===== config.mk =====
export PLATFORM = sky130hd
export DESIGN_NAME = path_reader
export DESIGN_NICKNAME = d
export VERILOG_FILES = /design/src/rtl/path_reader_pkg.sv /design/src/rtl/path_reader_prev_vector_mux.sv /design/src/rtl/path_reader.sv
export SDC_FILE = /design/constraint.sdc
export NUM_CORES = 1
export LEC_CHECK = 0
export CAP_MARGIN = 20
export CORE_UTILIZATION = 38
export DETAILED_ROUTE_END_ITERATION = 7
export HOLD_SLACK_MARGIN = 0.15
export PLACE_DENSITY = 0.76
export RECOVER_POWER = 50
export SYNTH_ARGS = -nofsm -noshare
export SYNTH_HDL_FRONTEND = slang
export SYNTH_SLANG_ARGS = --single-unit
export TNS_END_PERCENT = 5

===== constraint.sdc =====
create_clock -name clock -period 2.26 [get_ports clock]
set_input_delay 0.452 -clock clock [delete_from_list [all_inputs] [get_ports clock]]
set_output_delay 0.452 -clock clock [all_outputs]
set_load 0.01 [all_outputs]

===== src/rtl/path_reader_pkg.sv =====
// Shared definitions for the shortest-path read-back logic: default sizing
// and the walker state encoding.
package path_reader_pkg;

  localparam int DEFAULT_MAX_NODES   = 16;
  localparam int DEFAULT_INDEX_WIDTH = 4;

  typedef enum logic [1:0] {
    PR_IDLE  = 2'd0,
    PR_CHECK = 2'd1,
    PR_EMIT  = 2'd2,
    PR_DONE  = 2'd3
  } pr_state_e;

endpackage


===== src/rtl/path_reader_prev_vector_mux.sv =====
// Combinational select of one predecessor entry from the flattened table.
// Indices beyond the table return zero.
module prev_vector_mux #(
  parameter int MAX_NODES   = 16,
  parameter int INDEX_WIDTH = 4
) (
  input  logic [INDEX_WIDTH*MAX_NODES-1:0] prev_flat_i,
  input  logic [INDEX_WIDTH-1:0]           index_i,
  output logic [INDEX_WIDTH-1:0]           entry_o
);

  always_comb begin
    entry_o = '0;
    for (int j = 0; j < MAX_NODES; j++) begin
      if (index_i == INDEX_WIDTH'(j)) begin
        entry_o = prev_flat_i[INDEX_WIDTH*j +: INDEX_WIDTH];
      end
    end
  end

endmodule


===== src/rtl/path_reader.sv =====
// Walks the predecessor table from destination back to source and streams
// the path (destination first) over a valid/ready handshake.
import path_reader_pkg::*;

module path_reader #(
  parameter int MAX_NODES   = DEFAULT_MAX_NODES,
  parameter int INDEX_WIDTH = DEFAULT_INDEX_WIDTH
) (
  input  logic                            clock,
  input  logic                            reset,
  input  logic                            start,
  input  logic [INDEX_WIDTH-1:0]          source,
  input  logic [INDEX_WIDTH-1:0]          destination,
  input  logic [INDEX_WIDTH-1:0]          number_of_nodes,
  input  logic [INDEX_WIDTH*MAX_NODES-1:0] prev_vector_flattened,
  output logic [INDEX_WIDTH-1:0]          path_node,
  output logic                            path_valid,
  input  logic                            path_ready,
  output logic                            path_last,
  output logic                            busy,
  output logic                            done,
  output logic [INDEX_WIDTH-1:0]          path_length,
  output logic                            unreachable,
  output logic                            loop_error,
  output logic                            bad_index
);

  // The predecessor store marks never-reached nodes with an all-ones index.
  localparam logic [INDEX_WIDTH-1:0] UNVISITED = '1;

  pr_state_e              state_q;
  logic [INDEX_WIDTH-1:0] cur_q, src_q, nodes_q, len_q;
  logic                   valid_q, last_q, done_q;
  logic                   unreach_q, loop_q, bad_q;
  logic [INDEX_WIDTH-1:0] prev_d, len_d;

  prev_vector_mux #(
    .MAX_NODES  (MAX_NODES),
    .INDEX_WIDTH(INDEX_WIDTH)
  ) u_prev_mux (
    .prev_flat_i(prev_vector_flattened),
    .index_i    (cur_q),
    .entry_o    (prev_d)
  );

  assign len_d = len_q + INDEX_WIDTH'(1);

  // path_valid rises one cycle after entering EMIT so each node costs two
  // cycles (CHECK plus the registered valid) before it is offered.
  always_ff @(posedge clock or negedge reset) begin
    if (!reset) begin
      state_q   <= PR_IDLE;
      cur_q     <= '0;
      src_q     <= '0;
      nodes_q   <= '0;
      len_q     <= '0;
      valid_q   <= 1'b0;
      last_q    <= 1'b0;
      done_q    <= 1'b0;
      unreach_q <= 1'b0;
      loop_q    <= 1'b0;
      bad_q     <= 1'b0;
    end else begin
      done_q <= 1'b0;
      case (state_q)
        PR_IDLE: begin
          if (start) begin
            src_q     <= source;
            nodes_q   <= number_of_nodes;
            cur_q     <= destination;
            len_q     <= '0;
            last_q    <= 1'b0;
            unreach_q <= 1'b0;
            loop_q    <= 1'b0;
            bad_q     <= 1'b0;
            state_q   <= PR_CHECK;
          end
        end
        PR_CHECK: begin
          if (cur_q >= nodes_q) begin
            bad_q   <= 1'b1;
            state_q <= PR_DONE;
          end else if (cur_q == src_q) begin
            last_q  <= 1'b1;
            state_q <= PR_EMIT;
          end else if (prev_d == UNVISITED) begin
            unreach_q <= 1'b1;
            state_q   <= PR_DONE;
          end else begin
            last_q  <= 1'b0;
            state_q <= PR_EMIT;
          end
        end
        PR_EMIT: begin
          if (!valid_q) begin
            valid_q <= 1'b1;
          end else if (path_ready) begin
            valid_q <= 1'b0;
            last_q  <= 1'b0;
            len_q   <= len_d;
            if (last_q) begin
              state_q <= PR_DONE;
            end else if (len_d >= nodes_q) begin
              loop_q  <= 1'b1;
              state_q <= PR_DONE;
            end else begin
              cur_q   <= prev_d;
              state_q <= PR_CHECK;
            end
          end
        end
        PR_DONE: begin
          done_q  <= 1'b1;
          state_q <= PR_IDLE;
        end
        default: state_q <= PR_IDLE;
      endcase
    end
  end

  assign path_node   = cur_q;
  assign path_valid  = valid_q;
  assign path_last   = last_q;
  assign busy        = (state_q != PR_IDLE);
  assign done        = done_q;
  assign path_length = len_q;
  assign unreachable = unreach_q;
  assign loop_error  = loop_q;
  assign bad_index   = bad_q;

endmodule


# Yosys cells after proc, flatten, opt, wreduce, memory -nomap -nowiden
# Cells that the tools add are included.
[totals] inputBits=80 output_inout_bits=15 wordCells=115 register_bits=24
[op_classes] n_reduce_logical=14 magnitude_cmp=2 eq_ne=31 add_sub_neg=1 muxes=56
[ops] op="$mux W4" count=24
[ops] op="$eq A4 B4 Y1 const B" count=9
[ops] op="$mux W1" count=20
[ops] op="$ne A2 B2 Y1 const B" count=10
[ops] op="$reduce_and A6 Y1" count=3
[ops] op="$eq A4 B3 Y1 const B" count=4
[ops] op="$pmux W4 S2" count=2
[ops] op="$mux W2" count=5
[ops] op="$eq A4 B2 Y1 const B" count=2
[ops] op="$ge A4 B4 Y1" count=2
[ops] op="$pmux W2 S4" count=1
[ops] op="$pmux W1 S2" count=3
[ops] op="$reduce_and A3 Y1" count=2
[ops] op="$reduce_bool A2 Y1" count=3
[ops] op="$reduce_and A5 Y1" count=1
[ops] op="$add A4 B1 Y4 const B" count=1
[ops] op="$eq A2 B2 Y1 const B" count=2
[ops] op="$eq A4 B1 Y1 const B" count=1
[ops] op="$eq A4 B4 Y1" count=1
[ops] op="$logic_not A4 Y1" count=1
[ops] op="$reduce_and A4 Y1" count=1
[ops] op="$ne A3 B3 Y1 const B" count=1
[ops] op="$pmux W1 S3" count=1
[ops] op="$reduce_bool A3 Y1" count=1
[ops] op="other kinds (3)" count=3

# Depth between registers and ports, before layout
# Gate-level depths: netlist of the first run.
[logic_depth] depth_word=22 depth_mapped=11 ltp_nobuf=9

# Hierarchy
# From an unflattened synthesis of the first run, not the netlist that was laid out.
[hier_totals] hier_cells=209 hier_area_um2=2087.0
[by_module_without_submodules] module="path_reader" area_per_inst_um2=1362.6 instances=1 cells_each=132 seq_area_each_um2=600.6
[by_module_without_submodules] module="prev_vector_mux" area_per_inst_um2=724.4 instances=1 cells_each=77 seq_area_each_um2=0.0

# Worst setup path before layout of the first run
# Ideal clock, no wire load.
[synth_path] path_kind="register to register" start="reg len_q[0], in the netlist path_length[0]" end="reg cur_q[2], in the netlist path_node[2]" path_buffers=0 t_required_ns=2.135 setup_time_ns=0.125 path_stages_with_launch=8 slack_ns=0.017 synth_period_minus_slack_ns=2.243 arrival_ns=2.118 cell_sequence="dfrtp_1 -> ha_1 -> ha_1 -> a21oi_1 -> o21ai_0 -> a21o_1 -> a21oi_1 -> mux2_2"
[synth_between] elab_chain_cells=4
[synth_rtl] element="from (decl)" line="path_reader.sv:32" text="logic [INDEX_WIDTH-1:0] cur_q, src_q, nodes_q, len_q;"
[synth_rtl] element="from (signal assigned)" line="path_reader.sv:100" text="len_q <= len_d;"
[synth_rtl] element="$add A4 B1 Y4" line="path_reader.sv:46" text="assign len_d = len_q + INDEX_WIDTH'(1);"
[synth_rtl] element="$ge A4 B4 Y1" line="path_reader.sv:103" text="end else if (len_d >= nodes_q) begin"
[synth_rtl] element="$ne A2 B2 Y1 (no line)"
[synth_rtl] element="$reduce_and A6 Y1 (no line)"
[synth_rtl] element="to (signal assigned)" line="path_reader.sv:70" text="cur_q <= destination;"
[synth_rtl] element="to (signal assigned)" line="path_reader.sv:107" text="cur_q <= prev_d;"
[synth_rtl] element="to (decl)" line="path_reader.sv:32"
# Every way passes these cells.
# A chain may end at the register's enable or synchronous reset.

# Worst setup path after layout of the first run
[layout_path] start="reg cur_q[0], in the netlist path_node[0]" end="reg last_q, in the netlist path_last"
[layout_between] elab_chain_cells=20 word_cells_on_any_way=41 classes_between="order compare: 1; eq/ne: 19; mux: 19; reduce/logical: 2"
[layout_rtl] element="$logic_not A4 Y1" line="path_reader_prev_vector_mux.sv:15" text="if (index_i == INDEX_WIDTH'(j)) begin"
[layout_rtl] element="$mux W4 (16 in a row)" line="path_reader_prev_vector_mux.sv:15"
[layout_rtl] element="$eq A4 B4 Y1" line="path_reader.sv:86" text="end else if (prev_d == UNVISITED) begin"
[layout_rtl] element="$ne A3 B3 Y1 (no line)"
[layout_rtl] element="$reduce_and A6 Y1 (no line)"
[layout_rtl] element="to (signal assigned)" line="path_reader.sv:84" text="last_q <= 1'b1;"
[layout_rtl] element="to (signal assigned)" line="path_reader.sv:90" text="last_q <= 1'b0;"
[layout_rtl] element="to (signal assigned)" line="path_reader.sv:99" text="last_q <= 1'b0;"
[layout_rtl] element="to (decl)" line="path_reader.sv:33" text="logic valid_q, last_q, done_q;"
# Parallel ways exist; a longest one is shown, timed or not. The select of a mux whose other input is x is not followed.

==> metrics.yaml, run 1 <==
cells_and_area:
  multi_input_area_sq_um: 1418
  area_growth_pct: 66.43
  ff_latch_area_sq_um: 606.8
  layout.nets: 472
  drive_above_1_share_pct: 20.47
  fillCellCount: 442
  diodes: 0
  fin_util_pct: 67.03
clocking:
  ctsHoldBuffers: 0
  clk_pin_slew_worst_paths_ns: 0.08
  clock_sinks: 24
  clock_path_buffers: 2
  cts_tree: "done"
  clk_latency_ns: 0.27
  cts_root_buffer: "clkbuf_8"
  htreeDepth: 1
  cts_buffers: 3
placement:
  place_hpwl_mm: 5.329
  place_congestion: 0.8793
  place_ws_ns: -0.2578
  io_buffers: 94
route:
  ant_nets: 0
  vias: 2401
  viasPerCell: 5.324
  dr_wl_met3_um: 284
  drt_iter0_drc: 122
  wire_per_inst_um: 15.14
  drc: 0
  wl_met1_mm: 3.003
  firstDrtPassIters: 4
  highest_layer: "met4"
  wl_mm: 6.827
  route.met2.wl_mm: 3.376
timing:
  rsz0062_at_grt: "yes"
  fmax_ghz: 0.4486
  whs_ns: 0.5253
  finClkSkew_ns: 0.007965
  min_period_over_period_pct: 98.63
  worstMarginPinSlew_ns: 1.314
  period_minus_slack_ns: 2.229
  worst_slack_ns: 0.03095
  timing_hold_violations_final: 0
  setup_tns_ns: 0
  setup_viol: 0
  max_slew_margin_pct: 12.41
  drv_slew: 0
setup_path:
  cp_max_fo: 8
  startpoint_type: "flip-flop"
  cp_top_family: "simple AND/OR/NAND/NOR gates"
  crit_required_ns: 2.42
  arrival_ns: 2.39
  path_class: "reg -> reg"
  crit_buf_inv: 2
  critical_path.cell_chain: "buf_8 -> buf_12 -> mux2i_1 -> o22ai_1 -> or4_4 -> and4bb_1 -> a211o_1"
  end_kind: "flip-flop"
  cp_slowest_cell: "or4_4"
  cp_slowest_stage_delay_ns: 0.55
synth:
  synthTopCellsByArea: "dfrtp_1 (28%), mux2_2 (5.9%), o21ai_0 (5.5%)"
  netlist_area_sq_um: 2110
  ys.flop_type: "dfrtp_1"
  synth.yosys.seq_area_share_pct: 28.47
  synth.avg_cell_area_sq_um: 8.208
  ys_async_sr_fraction_pct: 100.0
  synth_seq_cells: 24
  synth_edf_count: 0
  yosysUniqueCellTypes: 55
  synth.top_cells.by_count: "nand2_1 (26), dfrtp_1 (24), o21ai_0 (23)"
  synth.most_common_cell: "nand2_1"
  synth_cells: 257
  synth_top_area_share_pct: 28.47
  synth_nets: 346
  synth_largest_area_cell: "dfrtp_1"
  ys_warn_count: 0
floorplanning:
  die_width_um: 76.51
  design.core.area_sq_um: 5238
  die_area_sq_um: 5853
  num_rows: 26
  io_pins: 95
  start_util_pct: 40.28
  die_h_um: 76.51
global_routing:
  grt_pass1_vias: 2382
  track_usage_pct: 23.44
  antenna_found_initial: 0
  grt-ovfl-total: 0
  grt_pass1_wl_mm: 10.98
  grt_max_degree: 33
outcome:
  outcome: "completed"
pwr:
  power.density_nw_per_um2: 1208
  power_mw: 4.240
  power.leakage_nw: 1.481
  ir_drop_mv: 0.5655
job:
  maxCapViolations: 0
hold_path:
  holdCritPathClass: "reg -> reg"
## timing repair
item / CTS / global route
setup buffers: 5 / 3
resized for setup: 5 / 16
pin swaps: 1 / 7
setup endpoints to repair: 2 / 7
## metrics by stage
stage	cell area, sq um	instances
after floorplan	2110	257
after global placement	3333	440
after detailed placement	3333	440
after CTS	3426	448
after global routing	3511	451
final	3511	451
## power by group
part | total (mW) | internal (mW) | switching (mW) | leakage (nW)
logic | 3.15 | 1.67 | 1.48 | 1.17
clock network | 0.246 | 0.119 | 0.127 | 0.0216
registers | 0.843 | 0.628 | 0.215 | 0.292
## cells by family (layout without fill, tap and decap cells)
kind of cell             Yosys count  count (layout)  share of synthesized area, %
XOR/XNOR                           6               6                         2.491
AO/OA/AOI/OAI                     76              76                         22.54
AND/OR/NAND/NOR                   91              91                         22.72
buffers and inverters             29             153                         6.702
flip-flops                        24              24                         28.47
multiplexers                      22              22                         11.74
adder cells (fa/ha/maj)            9               9                         5.338
## worst register-to-register path, stage by stage (launching register included)
cell and delay [ns]:
dfrtp_2 0.45, buf_8 0.16, buf_12 0.13, mux2i_1 0.17
o22ai_1 0.14, or4_4 0.55, and4bb_1 0.24, a211o_1 0.29
## worst paths after layout
kind / from / endpoint / slack (ns) / cells past startpoint
worst max-delay path: path_node[0] / path_last / 0.03 / 7
worst min-delay path: loop_error / loop_error / 0.53 / 2
min in group asynchronous: reset / path_length[3] / 0.99 / 2
worst max register to register: path_node[0] / path_last / 0.03 / 7
worst min register to register: loop_error / loop_error / 0.53 / 2
max in group asynchronous: reset / path_node[2] / 0.40 / 2
## sequential cells by signal, indices dropped and copies added (netlist names), 2 cells and up
register     count
path_length      4
state_q          2
nodes_q          4
path_node        4
src_q            4
## metal layers
metal	up-vias	track usage [%]
met5	-	0
met4	0	7.115
met3	16	3.832
met2	85	40.00
met1	1116	30.19
li1	1184	-
## cells in the final DEF, fill, tap and decap left out, types with 8 or more instances in the layout
cell and n:
clkdlybuf4s50_1 93, mux2i_1 9, mux2_2 11, buf_4 34
a21oi_1 15, nand2b_1 10, nand2_1 26, o21ai_0 20
nor2_1 21, ha_1 8, dfrtp_1 19, inv_1 12
## cell type report
type | count | area share, %
repair buffers | 137 | 37.17
well taps | 70 | 2.495
multi-input cells | 204 | 40.38
clock buffers | 3 | 1.176
flip-flops and latches | 24 | 17.28
inverters | 13 | 1.497
No activity file was read; power rests on OpenSTA's default activity.
==> run 2, diff against run 1 <==
--- a/config.mk
+++ b/config.mk
@@ -11,6 +11,7 @@
 export HOLD_SLACK_MARGIN = 0.15
 export PLACE_DENSITY = 0.76
 export RECOVER_POWER = 50
+export REMOVE_ABC_BUFFERS = 1
 export SYNTH_ARGS = -nofsm -noshare
 export SYNTH_HDL_FRONTEND = slang
 export SYNTH_SLANG_ARGS = --single-unit
==> run 2 against run 1 <==
Flip-flop and latch count did not move. Global-route usage grew 0.055 points. Register-to-register slack got worse by 0.02 ns. Sequential share of layout area decreased by 0.17 points. Maximum frequency fell by 0.79%. Die area unchanged. Core utilization grew 0.53 points. First-iteration DRC count up 4.9%. Combinational power about the same. Cell count is 0.67% higher. Critical path type unchanged.
==> metrics.yaml, run 2 (same netlist as run 1, synthesis figures left out) <==
floorplanning:
  num_rows: 26  # unchanged
  die_width_um: 76.51  # unchanged
  die_area_sq_um: 5853  # unchanged
  die_h_um: 76.51  # unchanged
  start_util_pct: 40.28  # unchanged
  design.core.area_sq_um: 5238  # unchanged
  io_pins: 95  # unchanged
cells_and_area:
  stdcell_count: 454  # +0.67%
  fin_util_pct: 67.56  # +0.53 points
  drive_above_1_share_pct: 20.83  # +0.36 points
  diodes: 0  # unchanged
  final_common_cell: "clkdlybuf4s50_1"
  fin_area_sq_um: 3538  # +0.78%
  area_growth_pct: 67.73
  layout.nets: 474  # +0.42%
  final_cell_mix: "clkdlybuf4s50_1 (92), buf_4 (40), nand2_1 (26)"
timing:
  rsz0062_at_grt: "yes"
  setup_viol: 0  # unchanged
  whs_ns: 0.5142  # -0.01112 ns
  fmax_ghz: 0.4451  # -0.79%
  worstMarginPinSlew_ns: 1.276  # -0.03795 ns
  max_slew_margin_pct: 14.94  # +2.5 points
  worst_slack_ns: 0.01323  # -0.01771 ns
  setup_tns_ns: 0  # unchanged
  drv_slew: 0  # unchanged
  min_period_over_period_pct: 99.41  # +0.78 points
  finClkSkew_ns: 0.003830  # -0.004134 ns
  timing_hold_violations_final: 0  # unchanged
  period_minus_slack_ns: 2.247  # +0.01771 ns
route:
  wl_mm: 6.732  # -1.4%
  vias: 2405  # +0.17%
  viasPerCell: 5.297  # -0.50%
  drc: 0  # unchanged
  drt_iter0_drc: 128  # +4.9%
  ant_nets: 0  # unchanged
  firstDrtPassIters: 4  # unchanged
  wire_per_inst_um: 14.83  # -2.0%
clocking:
  cts_root_buffer: "clkbuf_8"
  clk_pin_slew_worst_paths_ns: 0.08  # about the same
  clk_latency_ns: 0.26  # about the same
  clock_sinks: 24  # unchanged
  clock_path_buffers: 2  # unchanged
  htreeDepth: 1  # unchanged
  ctsHoldBuffers: 0  # unchanged
  cts_tree: "done"
  cts_buffers: 3  # unchanged
setup_path:
  startpoint_type: "flip-flop"
  crit_required_ns: 2.41  # about the same
  cp_slowest_cell: "dfrtp_2"
  worstSetupStartpoint: "path_node[1]"
  critical_path.cell_chain: "bufbuf_16 -> and2_4 -> nand3b_1 -> a21oi_1 -> a31oi_1 -> o311ai_2 -> mux2_2 -> mux2_2"
  arrival_ns: 2.40  # about the same
  cp_max_fo: 8  # unchanged
  cp_top_family: "compound AO/OA/AOI/OAI gates"
  cp_slowest_stage_delay_ns: 0.48  # -0.07 ns
  end_kind: "flip-flop"
  critPathMostFrequentCell: "mux2_2"
  r2r_start: "path_node[1]"
  path_class: "reg -> reg"
  crit_buf_inv: 1  # -1
global_routing:
  met2_usage_pct: 39.82  # -0.18 points
  grt_pass1_wl_mm: 10.93  # -0.44%
  grt_pass1_vias: 2287  # -4.0%
  grt_use_met3_pct: 4.431  # +0.60 points
  track_usage_pct: 23.50  # +0.055 points
  grt_use_met1_pct: 30.90  # +0.71 points
  top_usage_layer: "met2"
  grt_max_degree: 25  # -24%
  antenna_found_initial: 0  # unchanged
  grt-ovfl-total: 0  # unchanged
pwr:
  p_clk_share_pct: 6.6  # +0.8 points
  ir_drop_mv: 0.6192  # +9.5%
  p_int_mw: 2.512  # +3.8%
  power.leakage_nw: 1.531  # +3.4%
  power.density_nw_per_um2: 1211  # +0.24%
  switching_share_pct: 41.36  # -1.6 points
  power_mw: 4.283  # +1.0%
  power_frac_comb_pct: 74.3  # about the same
  seqPwrFrac_pct: 19.1  # -0.8 points
  switchingPower_mw: 1.772  # -2.7%
job:
  maxCapViolations: 0  # unchanged
hold_path:
  worstHoldStart: "loop_error"
  holdCritPathClass: "reg -> reg"
placement:
  placed_cells: 443  # +0.68%
  place_hpwl_mm: 5.182  # -2.8%
  io_buffers: 94  # unchanged
  placed_cell_area_sq_um: 3343  # +0.30%
  place_ws_ns: -0.3056  # -0.04778 ns
  place_congestion: 0.9009  # +2.5%
outcome:
  outcome: "completed"
-- run 2: area by class of cell --
cell class                 count  area [sq um]
tap                           70         87.58
inverter                      13         48.80
clock buffer                   4         55.05
multi-input combinational    204          1413
timing repair buffer         139          1329
fill                         432          1699
sequential                    24         605.6
-- run 2: power by group through the flow --
stage               Clock (mW)  Combinational [mW]  Sequential (mW)
global placement             0                2.80            0.824
detailed placement           0                2.84            0.829
floorplan                    0                1.36             1.00
finish                   0.284                3.18            0.817
CTS                      0.294                3.10            0.812
global route             0.310                3.49            0.847
-- run 2: layer usage --
layer	share of wire, %	vias to the layer above	wire (um)
met2	48	80	3240
met4	2.4	0	159
met3	5.8	18	388
met5	0	-	0
met1	44	1122	2943
li1	-	1185	-
-- run 2: final timing paths --
check / to / slack, ns / depth (start not counted)
max: path_node[2] / 0.01 / 8
min: loop_error / 0.51 / 2
max reg2reg: path_node[2] / 0.01 / 8
min reg2reg: loop_error / 0.51 / 2
max in group asynchronous: path_node[3] / 0.44 / 2
min in group asynchronous: path_valid / 0.98 / 2
-- run 2: what timing repair did --
item                                    4_1_cts  5_1_grt
endpoints found under the setup margin        4        7
gates resized for setup                       5       11
setup buffers                                 5        0
hold endpoints to repair                      0        0
cloned                                        2        0
pin swaps                                     4        3
-- run 2: worst register-to-register path, delay by kind of cell, from the launching register on --
kind / cells / cell delay (ns)
AO/OA/AOI/OAI: 3 / 0.55
multiplexers: 2 / 0.55
flip-flops: 1 / 0.48
buffers and inverters: 1 / 0.30
AND/OR/NAND/NOR: 2 / 0.25
==> run 3, diff against run 2 <==
--- a/config.mk
+++ b/config.mk
@@ -10,7 +10,7 @@
 export DETAILED_ROUTE_END_ITERATION = 7
 export HOLD_SLACK_MARGIN = 0.15
 export PLACE_DENSITY = 0.76
-export RECOVER_POWER = 50
+export RECOVER_POWER = 100
 export REMOVE_ABC_BUFFERS = 1
 export SYNTH_ARGS = -nofsm -noshare
 export SYNTH_HDL_FRONTEND = slang
==> run 3 against run 2 <==
Wire length fell by 0.15%. Sequential power fell by 0.5%. Non-clock buffer count did not move. Via count fell by 0.17%. Worst setup slack got worse by 0.0013 ns. Critical path depth did not move. Core utilization fell by 0.096 points. Global-route usage did not move. Count of clock-buffer cells in the layout did not move. Die area did not move. Clock power barely moved. Critical endpoint unchanged.
==> metrics.yaml, run 3 (same netlist as run 1, synthesis figures left out) <==
timing:
  period_minus_slack_ns: 2.248  # +0.001263 ns
  min_period_over_period_pct: 99.47  # about the same
  timing_hold_violations_final: 0  # unchanged
  max_slew_margin_pct: 15.00  # +0.059 points
  fmax_ghz: 0.4448  # about the same
  worstMarginPinSlew_ns: 1.275  # -0.0008821 ns
  setup_viol: 0  # unchanged
  finClkSkew_ns: 0.004769  # +0.0009385 ns
  drv_slew: 0  # unchanged
  rsz0062_at_grt: "yes"
setup_path:
  critPathMostFrequentCell: "mux2_2"
  worstSetupStartpoint: "path_node[1]"
  crit_end: "path_node[2]"
  end_kind: "flip-flop"
  crit_required_ns: 2.41  # about the same
  crit_buf_inv: 1  # unchanged
  cp_top_family: "compound AO/OA/AOI/OAI gates"
  path_depth: 8  # unchanged
  arrival_ns: 2.40  # about the same
  r2r_end: "path_node[2]"
  startpoint_type: "flip-flop"
  r2r_setup_slack_ns: 0.01  # about the same
  cp_max_fo: 8  # unchanged
  critical_path.cell_chain: "bufbuf_16 -> and2_4 -> nand3b_1 -> a21oi_1 -> a31oi_1 -> o311ai_2 -> mux2_2 -> mux2_2"
  cp_slowest_stage_delay_ns: 0.48  # about the same
  cp_slowest_cell: "dfrtp_2"
  r2r_cells: 8  # unchanged
  r2r_start: "path_node[1]"
  path_class: "reg -> reg"
floorplanning:
  io_pins: 95  # unchanged
  design.core.area_sq_um: 5238  # unchanged
  start_util_pct: 40.28  # unchanged
  num_rows: 26  # unchanged
  die_h_um: 76.51  # unchanged
  die_area_sq_um: 5853  # unchanged
  die_width_um: 76.51  # unchanged
hold_path:
  holdCritPathClass: "reg -> reg"
  worstHoldStart: "loop_error"
cells_and_area:
  diodes: 0  # unchanged
  drive_above_1_share_pct: 20.31  # -0.52 points
  multi_input_area_sq_um: 1413  # unchanged
  ff_latch_area_sq_um: 604.3  # -0.21%
  fin_util_pct: 67.46  # -0.096 points
  final_common_cell: "clkdlybuf4s50_1"
  area_growth_pct: 67.50
  layout.nets: 474  # unchanged
  stdcell_count: 454  # unchanged
  fillCellCount: 434  # +0.46%
  final_cell_mix: "clkdlybuf4s50_1 (82), buf_4 (39), nand2_1 (26)"
job:
  maxCapViolations: 0  # unchanged
global_routing:
  grt_pass1_vias: 2287  # unchanged
  grt-ovfl-total: 0  # unchanged
  track_usage_pct: 23.50  # unchanged
  grt_pass1_wl_mm: 10.93  # unchanged
  grt_max_degree: 25  # unchanged
  antenna_found_initial: 0  # unchanged
route:
  vias: 2401  # -0.17%
  drt_iter0_drc: 120  # -6.3%
  firstDrtPassIters: 4  # unchanged
  wire_per_inst_um: 14.81  # -0.15%
  wl_mm: 6.722  # -0.15%
  ant_nets: 0  # unchanged
  viasPerCell: 5.289  # -0.17%
  drc: 0  # unchanged
clocking:
  cts_root_buffer: "clkbuf_8"
  clock_sinks: 24  # unchanged
  clk_latency_ns: 0.26  # about the same
  cts_buffers: 3  # unchanged
  htreeDepth: 1  # unchanged
  clock_path_buffers: 2  # unchanged
  clk_pin_slew_worst_paths_ns: 0.08  # about the same
  cts_tree: "done"
pwr:
  power.leakage_nw: 1.550  # +1.2%
  power.density_nw_per_um2: 1202  # -0.71%
  ir_drop_mv: 0.6189  # about the same
outcome:
  outcome: "completed"
placement:
  io_buffers: 94  # unchanged
  place_hpwl_mm: 5.182  # unchanged
  place_congestion: 0.9009  # unchanged
  placed_cells: 443  # unchanged
run 3: cell count changes in the layout (fill, tap and decap cells not counted):
| cell | delta |
|---|---|
| dfrtp_1 | +1 |
| clkdlybuf4s50_1 | -10 |
| clkbuf_1 | +1 |
| dlygate4sd3_1 | +10 |
| buf_4 | -1 |
| dfrtp_2 | -1 |
run 3: how the worst min path moves through the flow:
stage	to	cells after the start	slack (ns)
6_report	loop_error	2	0.51
5_1_grt	unreachable	1	0.54
3_5_place_dp	loop_error	2	0.50
2_1_floorplan	bad_index	0	0.16
4_1_cts	loop_error	2	0.52
3_3_place_gp	loop_error	2	0.49
run 3: tightest hold or removal path, stage by stage (launching register included):
cell and delay [ns]:
dfrtp_1 0.35, a21oi_1 0.04, nor2_1 0.07
run 3: layout make-up:
cell class	count	area share, %
Tap cell	70	2.479
Sequential cell	24	17.10
Timing Repair Buffer	139	37.50
Inverter	13	1.381
Clock buffer	4	1.558
Multi-Input combinational cell	204	39.98
run 3: timing repair:
action,4_1_cts,5_1_grt
endpoints found under the hold margin,0,0
gates cloned,2,0
hold buffers,0,0
gates resized for setup,5,11
pin swaps,4,3
endpoints found under the setup margin,4,7
setup buffers,5,0
run 3: metal layers:
metal  part of all wire (%)  vias to the layer above  GRT usage (%)
li1                       -                     1184              -
met1                     44                     1118          30.90
met2                     48                       81          39.82
met3                    5.6                       18          4.431
met4                    2.4                        0          5.192
met5                      0                        -              0
run 3: through the flow:
step	cell area [sq um]	TNS (ns)	hold WS, ns	worst slack, ns	total power, mW
6_report	3533	0	0.5073	0.01197	4.247
5_1_grt	3533	-0.2156	0.5444	-0.06326	4.619
4_1_cts	3506	0	0.5162	0.004096	4.202
3_5_place_dp	3343	-0.7450	0.4980	-0.3056	3.670
3_3_place_gp	3343	-0.7047	0.4945	-0.2820	3.622
2_1_floorplan	2017	-1.925	0.1564	-0.5163	2.365
run 3: power breakdown:
part	internal, mW	switching, mW	leakage (nW)
clock	0.155	0.129	0.0288
combinational	1.70	1.45	1.23
sequential	0.625	0.188	0.295
